--- src/rtl/csr_intr_ctrl_if.sv ---
// Bus between the EX stage / decoder and the machine-mode CSR and interrupt sequencer.
interface csr_intr_ctrl_if;
  logic        irq_ext;
  logic        irq_timer;
  logic        stall;
  logic [31:0] pc_ex;
  logic        csr_en;
  logic [1:0]  csr_op;
  logic [11:0] csr_addr;
  logic [31:0] csr_wdata;
  logic [31:0] csr_rdata;
  logic        mret;
  logic        wfi;
  logic        wfi_stall;
  logic        redirect;
  logic [31:0] redirect_pc;
  logic        instret_inc;

  // Core side: drives requests, consumes redirect/stall/read data.
  modport master (
    output irq_ext, irq_timer, stall, pc_ex, csr_en, csr_op, csr_addr,
           csr_wdata, mret, wfi, instret_inc,
    input  csr_rdata, wfi_stall, redirect, redirect_pc
  );

  // Sequencer side.
  modport slave (
    input  irq_ext, irq_timer, stall, pc_ex, csr_en, csr_op, csr_addr,
           csr_wdata, mret, wfi, instret_inc,
    output csr_rdata, wfi_stall, redirect, redirect_pc
  );
endinterface

--- src/rtl/csr_intr_ctrl.sv ---
// Machine-mode CSR file and trap/MRET/WFI sequencer for the RV32 core.
// Optional mcycle/minstret counters are built when CSR_COUNTERS_EN is defined.
module csr_intr_ctrl #(
  parameter logic [31:0] MTVEC_RST = 32'h0000_0000
) (
  input logic             clk,
  input logic             rst,
  csr_intr_ctrl_if.slave  bus
);

  localparam int unsigned XLEN = 32;

  localparam logic [11:0] A_MSTATUS = 12'h300;
  localparam logic [11:0] A_MIE     = 12'h304;
  localparam logic [11:0] A_MTVEC   = 12'h305;
  localparam logic [11:0] A_MEPC    = 12'h341;
  localparam logic [11:0] A_MCAUSE  = 12'h342;
  localparam logic [11:0] A_MIP     = 12'h344;
`ifdef CSR_COUNTERS_EN
  localparam logic [11:0] A_MCYCLE    = 12'hB00;
  localparam logic [11:0] A_MCYCLEH   = 12'hB80;
  localparam logic [11:0] A_MINSTRET  = 12'hB02;
  localparam logic [11:0] A_MINSTRETH = 12'hB82;
`endif

  localparam logic [XLEN-1:0] CAUSE_EXT = 32'h8000_000B;
  localparam logic [XLEN-1:0] CAUSE_TMR = 32'h8000_0007;

  localparam logic [1:0] OP_READ  = 2'b00;
  localparam logic [1:0] OP_WRITE = 2'b01;
  localparam logic [1:0] OP_SET   = 2'b10;
  localparam logic [1:0] OP_CLEAR = 2'b11;

  typedef enum logic [1:0] {
    ST_RUN   = 2'd0,
    ST_TRAP  = 2'd1,
    ST_RET   = 2'd2,
    ST_SLEEP = 2'd3
  } state_t;

  state_t r_state;
  state_t w_state_nxt;

  logic            r_mstatus_mie;
  logic            r_mstatus_mpie;
  logic            r_mie_meie;
  logic            r_mie_mtie;
  logic [XLEN-1:2] r_mtvec;
  logic [XLEN-1:2] r_mepc;
  logic [XLEN-1:0] r_mcause;
`ifdef CSR_COUNTERS_EN
  logic [63:0]     r_mcycle;
  logic [63:0]     r_minstret;
`endif

  logic [1:0]      w_pend;
  logic            w_take;
  logic            w_do_trap;
  logic            w_do_ret;
  logic            w_csr_we;
  logic [XLEN-1:0] w_rdata;
  logic [XLEN-1:0] w_new;
  logic            w_unused;

  // Enabled pending interrupts; external is bit 1 and wins cause selection.
  assign w_pend = {bus.irq_ext & r_mie_meie, bus.irq_timer & r_mie_mtie};
  assign w_take = (|w_pend) & r_mstatus_mie;

  // CSR read mux; also the "old" operand of read-modify-write.
  always_comb begin
    w_rdata = '0;
    case (bus.csr_addr)
      A_MSTATUS: begin
        w_rdata[12:11] = 2'b11;
        w_rdata[7]     = r_mstatus_mpie;
        w_rdata[3]     = r_mstatus_mie;
      end
      A_MIE: begin
        w_rdata[11] = r_mie_meie;
        w_rdata[7]  = r_mie_mtie;
      end
      A_MTVEC:  w_rdata = {r_mtvec, 2'b00};
      A_MEPC:   w_rdata = {r_mepc, 2'b00};
      A_MCAUSE: w_rdata = r_mcause;
      A_MIP: begin
        w_rdata[11] = bus.irq_ext;
        w_rdata[7]  = bus.irq_timer;
      end
`ifdef CSR_COUNTERS_EN
      A_MCYCLE:    w_rdata = r_mcycle[31:0];
      A_MCYCLEH:   w_rdata = r_mcycle[63:32];
      A_MINSTRET:  w_rdata = r_minstret[31:0];
      A_MINSTRETH: w_rdata = r_minstret[63:32];
`endif
      default:  w_rdata = '0;
    endcase
  end

  // New CSR value for write/set/clear.
  always_comb begin
    w_new = w_rdata;
    case (bus.csr_op)
      OP_WRITE: w_new = bus.csr_wdata;
      OP_SET:   w_new = w_rdata | bus.csr_wdata;
      OP_CLEAR: w_new = w_rdata & ~bus.csr_wdata;
      OP_READ:  w_new = w_rdata;
      default:  w_new = w_rdata;
    endcase
  end

  // FSM state register.
  always_ff @(posedge clk or posedge rst) begin
    if (rst) r_state <= ST_RUN;
    else     r_state <= w_state_nxt;
  end

  // Next-state and sequencing strobes; leaving RUN discards any CSR op.
  always_comb begin
    w_state_nxt = r_state;
    w_do_trap   = 1'b0;
    w_do_ret    = 1'b0;
    w_csr_we    = 1'b0;
    case (r_state)
      ST_RUN: begin
        if (!bus.stall) begin
          if (bus.mret) begin
            w_state_nxt = ST_RET;
            w_do_ret    = 1'b1;
          end else if (w_take) begin
            w_state_nxt = ST_TRAP;
            w_do_trap   = 1'b1;
          end else if (bus.wfi) begin
            w_state_nxt = ST_SLEEP;
          end else if (bus.csr_en && (bus.csr_op != OP_READ)) begin
            w_csr_we = 1'b1;
          end
        end
      end
      ST_TRAP:  w_state_nxt = ST_RUN;
      ST_RET:   w_state_nxt = ST_RUN;
      ST_SLEEP: begin
        if (|w_pend) begin
          if (!r_mstatus_mie) begin
            w_state_nxt = ST_RUN;
          end else if (!bus.stall) begin
            w_state_nxt = ST_TRAP;
            w_do_trap   = 1'b1;
          end
        end
      end
      default:  w_state_nxt = ST_RUN;
    endcase
  end

  // Architectural CSRs: trap entry, MRET and CSR writes are mutually exclusive.
  always_ff @(posedge clk or posedge rst) begin
    if (rst) begin
      r_mstatus_mie  <= 1'b0;
      r_mstatus_mpie <= 1'b0;
      r_mie_meie     <= 1'b0;
      r_mie_mtie     <= 1'b0;
      r_mtvec        <= MTVEC_RST[XLEN-1:2];
      r_mepc         <= '0;
      r_mcause       <= '0;
    end else if (w_do_trap) begin
      r_mepc         <= bus.pc_ex[XLEN-1:2];
      r_mstatus_mpie <= r_mstatus_mie;
      r_mstatus_mie  <= 1'b0;
      r_mcause       <= w_pend[1] ? CAUSE_EXT : CAUSE_TMR;
    end else if (w_do_ret) begin
      r_mstatus_mie  <= r_mstatus_mpie;
      r_mstatus_mpie <= 1'b1;
    end else if (w_csr_we) begin
      case (bus.csr_addr)
        A_MSTATUS: begin
          r_mstatus_mie  <= w_new[3];
          r_mstatus_mpie <= w_new[7];
        end
        A_MIE: begin
          r_mie_meie <= w_new[11];
          r_mie_mtie <= w_new[7];
        end
        A_MTVEC:  r_mtvec  <= w_new[XLEN-1:2];
        A_MEPC:   r_mepc   <= w_new[XLEN-1:2];
        A_MCAUSE: r_mcause <= w_new;
        default:  ;
      endcase
    end
  end

`ifdef CSR_COUNTERS_EN
  // Free-running counters; a CSR write to either half wins over the increment.
  always_ff @(posedge clk or posedge rst) begin
    if (rst) begin
      r_mcycle   <= '0;
      r_minstret <= '0;
    end else begin
      if (w_csr_we && (bus.csr_addr == A_MCYCLE))
        r_mcycle <= {r_mcycle[63:32], w_new};
      else if (w_csr_we && (bus.csr_addr == A_MCYCLEH))
        r_mcycle <= {w_new, r_mcycle[31:0]};
      else
        r_mcycle <= r_mcycle + 64'(1);

      if (w_csr_we && (bus.csr_addr == A_MINSTRET))
        r_minstret <= {r_minstret[63:32], w_new};
      else if (w_csr_we && (bus.csr_addr == A_MINSTRETH))
        r_minstret <= {w_new, r_minstret[31:0]};
      else if (bus.instret_inc)
        r_minstret <= r_minstret + 64'(1);
    end
  end

  assign w_unused = ^bus.pc_ex[1:0];
`else
  assign w_unused = ^{bus.pc_ex[1:0], bus.instret_inc};
`endif

  // Outputs decode straight from the state register so reset drops them at once.
  assign bus.csr_rdata   = w_rdata;
  assign bus.wfi_stall   = (r_state == ST_SLEEP);
  assign bus.redirect    = (r_state == ST_TRAP) || (r_state == ST_RET);
  assign bus.redirect_pc = (r_state == ST_TRAP) ? {r_mtvec, 2'b00} :
                           (r_state == ST_RET)  ? {r_mepc, 2'b00}  : '0;

endmodule

--- src/flat_wrapper.sv ---
// flat-port wrapper written by rule: the top's interface ports become plain ports
module csr_intr_ctrl_flat 
#(
  parameter logic [31:0] MTVEC_RST = 32'h0000_0000
)
  (clk, rst, bus_irq_ext, bus_irq_timer, bus_stall, bus_pc_ex, bus_csr_en, bus_csr_op, bus_csr_addr, bus_csr_wdata, bus_mret, bus_wfi, bus_instret_inc, bus_csr_rdata, bus_wfi_stall, bus_redirect, bus_redirect_pc);
  csr_intr_ctrl_if bus_i ();
  input logic clk;
  input logic rst;
  input wire logic [$bits(bus_i.irq_ext)-1:0] bus_irq_ext;
  input wire logic [$bits(bus_i.irq_timer)-1:0] bus_irq_timer;
  input wire logic [$bits(bus_i.stall)-1:0] bus_stall;
  input wire logic [$bits(bus_i.pc_ex)-1:0] bus_pc_ex;
  input wire logic [$bits(bus_i.csr_en)-1:0] bus_csr_en;
  input wire logic [$bits(bus_i.csr_op)-1:0] bus_csr_op;
  input wire logic [$bits(bus_i.csr_addr)-1:0] bus_csr_addr;
  input wire logic [$bits(bus_i.csr_wdata)-1:0] bus_csr_wdata;
  input wire logic [$bits(bus_i.mret)-1:0] bus_mret;
  input wire logic [$bits(bus_i.wfi)-1:0] bus_wfi;
  input wire logic [$bits(bus_i.instret_inc)-1:0] bus_instret_inc;
  output wire logic [$bits(bus_i.csr_rdata)-1:0] bus_csr_rdata;
  output wire logic [$bits(bus_i.wfi_stall)-1:0] bus_wfi_stall;
  output wire logic [$bits(bus_i.redirect)-1:0] bus_redirect;
  output wire logic [$bits(bus_i.redirect_pc)-1:0] bus_redirect_pc;
  assign bus_i.irq_ext = bus_irq_ext;
  assign bus_i.irq_timer = bus_irq_timer;
  assign bus_i.stall = bus_stall;
  assign bus_i.pc_ex = bus_pc_ex;
  assign bus_i.csr_en = bus_csr_en;
  assign bus_i.csr_op = bus_csr_op;
  assign bus_i.csr_addr = bus_csr_addr;
  assign bus_i.csr_wdata = bus_csr_wdata;
  assign bus_i.mret = bus_mret;
  assign bus_i.wfi = bus_wfi;
  assign bus_i.instret_inc = bus_instret_inc;
  assign bus_csr_rdata = bus_i.csr_rdata;
  assign bus_wfi_stall = bus_i.wfi_stall;
  assign bus_redirect = bus_i.redirect;
  assign bus_redirect_pc = bus_i.redirect_pc;
  csr_intr_ctrl #(.MTVEC_RST(MTVEC_RST)) u_core (.clk(clk), .rst(rst), .bus(bus_i));
endmodule
--- config.mk ---
export PLATFORM = sky130hd
export DESIGN_NAME = csr_intr_ctrl_flat
export DESIGN_NICKNAME = d
export VERILOG_FILES = /design/src/rtl/csr_intr_ctrl_if.sv /design/src/rtl/csr_intr_ctrl.sv /design/src/flat_wrapper.sv
export SDC_FILE = /design/constraint.sdc
export NUM_CORES = 1
export LEC_CHECK = 0
export BUFFER_PORTS_ARGS = -buffer_cell sky130_fd_sc_hd__clkbuf_2
export CAP_MARGIN = 20
export CORE_UTILIZATION = 50
export CTS_CLUSTER_SIZE = 20
export DETAILED_ROUTE_END_ITERATION = 10
export PLACE_DENSITY = 0.78
export SLEW_MARGIN = 40
export SYNTH_ARGS = -nofsm -noshare
export SYNTH_HDL_FRONTEND = slang
export SYNTH_SLANG_ARGS = --single-unit
--- constraint.sdc ---
create_clock -name clk -period 2.8 [get_ports clk]
set_input_delay 0.14 -clock clk [delete_from_list [all_inputs] [get_ports clk]]
set_output_delay 0.14 -clock clk [all_outputs]
set_load 0.005 [all_outputs]
==> flow_metrics.tcl <==
set metrics [dict create \
    outcome "completed" \
    setup-violations-final 0 \
    route.met3.wl_um 1610 \
    synth_seq_cells 98 \
    grt_pass1_wl_um 31000 \
    p_leak_nw 4.10 \
    whs_path_depth 3 \
    regArea_sq_um 2450 \
    boundaryPins 153 \
    avgViaCountPerCell 6.25 \
    cts_root_buffer "clkbuf_16" \
    clkTransAtPathRegs_ns 0.07 \
    vias 6450 \
    cts_hold_buf 1 \
    skew_ns 0.00812 \
    cts_resized 0 \
    routedWlPerCell_um 19.0 \
    netlist_area_sq_um 6640 \
    drc 0 \
    hold_class "in -> reg" \
    holdWs_ns 0.0191 \
    r2r_slack_ns 0.27 \
    first_global_vias 5947 \
    top_layer "met5" \
    path_max_fanout 33 \
    wl_met1_um 8570 \
    p_per_area_nw_per_um2 593 \
    postSynthCellCount 748 \
    setup_tns_ns 0 \
    die-width_um 117 \
    ys.flop_type "dfrtp_1" \
    avgSynthCellArea_sq_um 8.88 \
    synthDistinctLibCells 58 \
    crit_required_ns 3.02 \
    nFillCells 1168 \
    holdPathEnd "u_core.r_mepc[11]" \
    period_share_pct 90.4 \
    antenna_cells 0 \
    numCtsBuffers 9 \
    io_buffers 147 \
    yosys_warnings 0 \
    synth_top_area_share_pct 36.9 \
    clock-sinks 98 \
    yosys.cell_count.top_type "dfrtp_1" \
    drv_slew 0 \
    crit_chain "inv_1, ha_1, nor3b_1, a21boi_2, nand3_4, mux2_2" \
    dr_wl_met2_um 9130 \
    drive_above_1_share_pct 26.5 \
    clk_path_buf_depth 2 \
    ys_top_cells_by_area "dfrtp_1 37%, a21o_1 5.8%, and3_1 5.1%" \
    synth_enable_flop_cells 0 \
    slew_headroom_pct 51.8 \
    multi_input_area_sq_um 3820 \
    reg2reg_from "u_core.r_state[0]" \
    cts_tree "yes" \
    end_kind "flip-flop" \
    grt_max_degree 55 \
    r2r_end "u_core.r_mtvec[31]" \
    areaGrowthSynthToFinish_pct 17.1 \
    arrival_ns 2.75 \
    dp_hpwl_um 13100 \
    power_w 0.00461 \
    cpPeakStageDelay_ns 0.52 \
    drtAntennaViolNets 0 \
    synth_largest_area_cell "dfrtp_1" \
    drt-initial-drc-count 527 \
    gp_congestion 0.847 \
    nets 949 \
    max_freq_mhz 395 \
    cp_slowest_cell "nand3_4" \
    die_area_sq_um 13700 \
    clock_latency_ns 0.34 \
    initial_core_util_pct 52.0 \
    grt.overflow.total 0 \
    first_pass_iters 5 \
    wl_um 19700 \
    placementRows 41 \
    cap_violations 0 \
    synthArstFlopShare_pct 100 \
    seq_area_frac_synth_pct 36.9 \
    ir_worst_vdd_mv 0.327 \
    coreArea_sq_um 12800 \
    h-tree-depth 3 \
    worstSetupStartpointType "flip-flop" \
    grt_antenna_before_repair 1 \
    synthTopCellsByCount "98 x dfrtp_1, 82 x nand2_1, 60 x nand3_1" \
    die_y_um 117 \
    reg2regPathDepth 6 \
    layout_min_cycle_time_ns 2.53 \
    rsz0062_at_grt "no" \
    grtUsageTotal_pct 29.4 \
    worstSetupPathType "reg -> reg" \
    worstHoldStart "bus_pc_ex[11]" \
    hold_viol_final 0 \
    worst_pin_slew_ns 0.724 \
    postCtsSetupBuffers 0 \
]
## cells by family (layout without fill, tap and decap cells)
family	after synthesis	in the layout	share of synthesized area [%]
adder cells (fa/ha/maj)	5	5	0.942
buffers and inverters	85	196	6.03
AND/OR/NAND/NOR	252	252	20.3
AO/OA/AOI/OAI	246	246	26.7
multiplexers	30	30	5.01
flip-flops	98	98	36.9
XOR/XNOR	31	31	4.09
other	1	2	0.0565
## per-stage QoR
stage	cell area, sq um	util [%]	worst slack [ns]	instances
3_3_place_gp	7460	58.4	0.405	1017
2_1_floorplan	6640	-	0.0979	749
3_5_place_dp	7460	58.4	0.344	1017
4_1_cts	7780	60.9	0.321	1032
5_1_grt	7780	60.9	0.146	1032
6_report	7780	60.9	0.267	1032
## layout make-up
cell class / count / share of cell area (%)
Multi-Input combinational cell: 566 / 49.1
Sequential cell: 98 / 31.5
Clock buffer: 11 / 3.12
Inverter: 8 / 0.418
Clock inverter: 3 / 0.836
Timing Repair Buffer: 174 / 12.3
Tap cell: 172 / 2.77
## worst max-delay path: cells and delay by family, from the launching register on
family,cells,cell delay [ns]
AND/OR/NAND/NOR,2,0.76
AO/OA/AOI/OAI,1,0.42
flip-flops,1,0.40
buffers and inverters,1,0.14
adder cells (fa/ha/maj),1,0.22
multiplexers,1,0.47
## worst max path at each step
stage | start | endpoint | slack (ns) | cells after the start
2_1_floorplan | rst | u_core.r_mcause[0] | 0.1 | 1
3_3_place_gp | u_core.r_state[0] | u_core.r_mtvec[15] | 0.40 | 6
3_5_place_dp | u_core.r_state[0] | u_core.r_mtvec[4] | 0.34 | 6
4_1_cts | u_core.r_state[0] | u_core.r_mtvec[31] | 0.32 | 6
5_1_grt | u_core.r_state[0] | u_core.r_mtvec[31] | 0.15 | 6
6_report | u_core.r_state[0] | u_core.r_mtvec[31] | 0.27 | 6
## per-layer routing
layer,track usage [%],vias to the layer above
met5,0,-
met4,11.0,2
met3,4.02,33
met2,47.1,330
met1,40.6,3107
li1,-,2978
## power by group
part | internal, W | switching (W) | total (W)
Sequential | 0.00166 | 0.000206 | 0.00187
Clock | 0.000798 | 0.000536 | 0.00133
Combinational | 0.000614 | 0.000792 | 0.00141
## cell usage in the layout (no fill, tap or decap), types with 2 or more instances in the layout
cell type    n
bufinv_16    2
a2bb2oi_1   24
o211ai_1     2
or2_2        2
o31ai_1      5
a21oi_1     37
clkbuf_2   147
nor2b_2      2
nor3b_1      2
and3_1      53
a221o_1     25
and3b_1      5
buf_4       25
conb_1       2
a22o_1      26
nand3_1     60
o2111ai_1    2
a32oi_1      3
and4bb_2     2
o21ai_0     50
nor4_1       3
dfrtp_1     98
xnor2_1     30
clkbuf_16    9
nor2_1      11
nand3b_1     3
nor2b_1      2
a31oi_1      8
inv_1        7
ha_1         4
and2_1       8
mux2i_1      4
a21o_1      51
nand4_1      7
nand2_1     82
mux2_2      26
## registers in the layout, indices dropped and copies added, names as in the netlist
name / cells
u_core.r_mcause: 32
u_core.r_mepc: 30
u_core.r_mtvec: 30
u_core.r_state: 2
u_core.r_mie_meie: 1
u_core.r_mie_mtie: 1
u_core.r_mstatus_mie: 1
u_core.r_mstatus_mpie: 1
No activity file was read; power rests on OpenSTA's default activity.
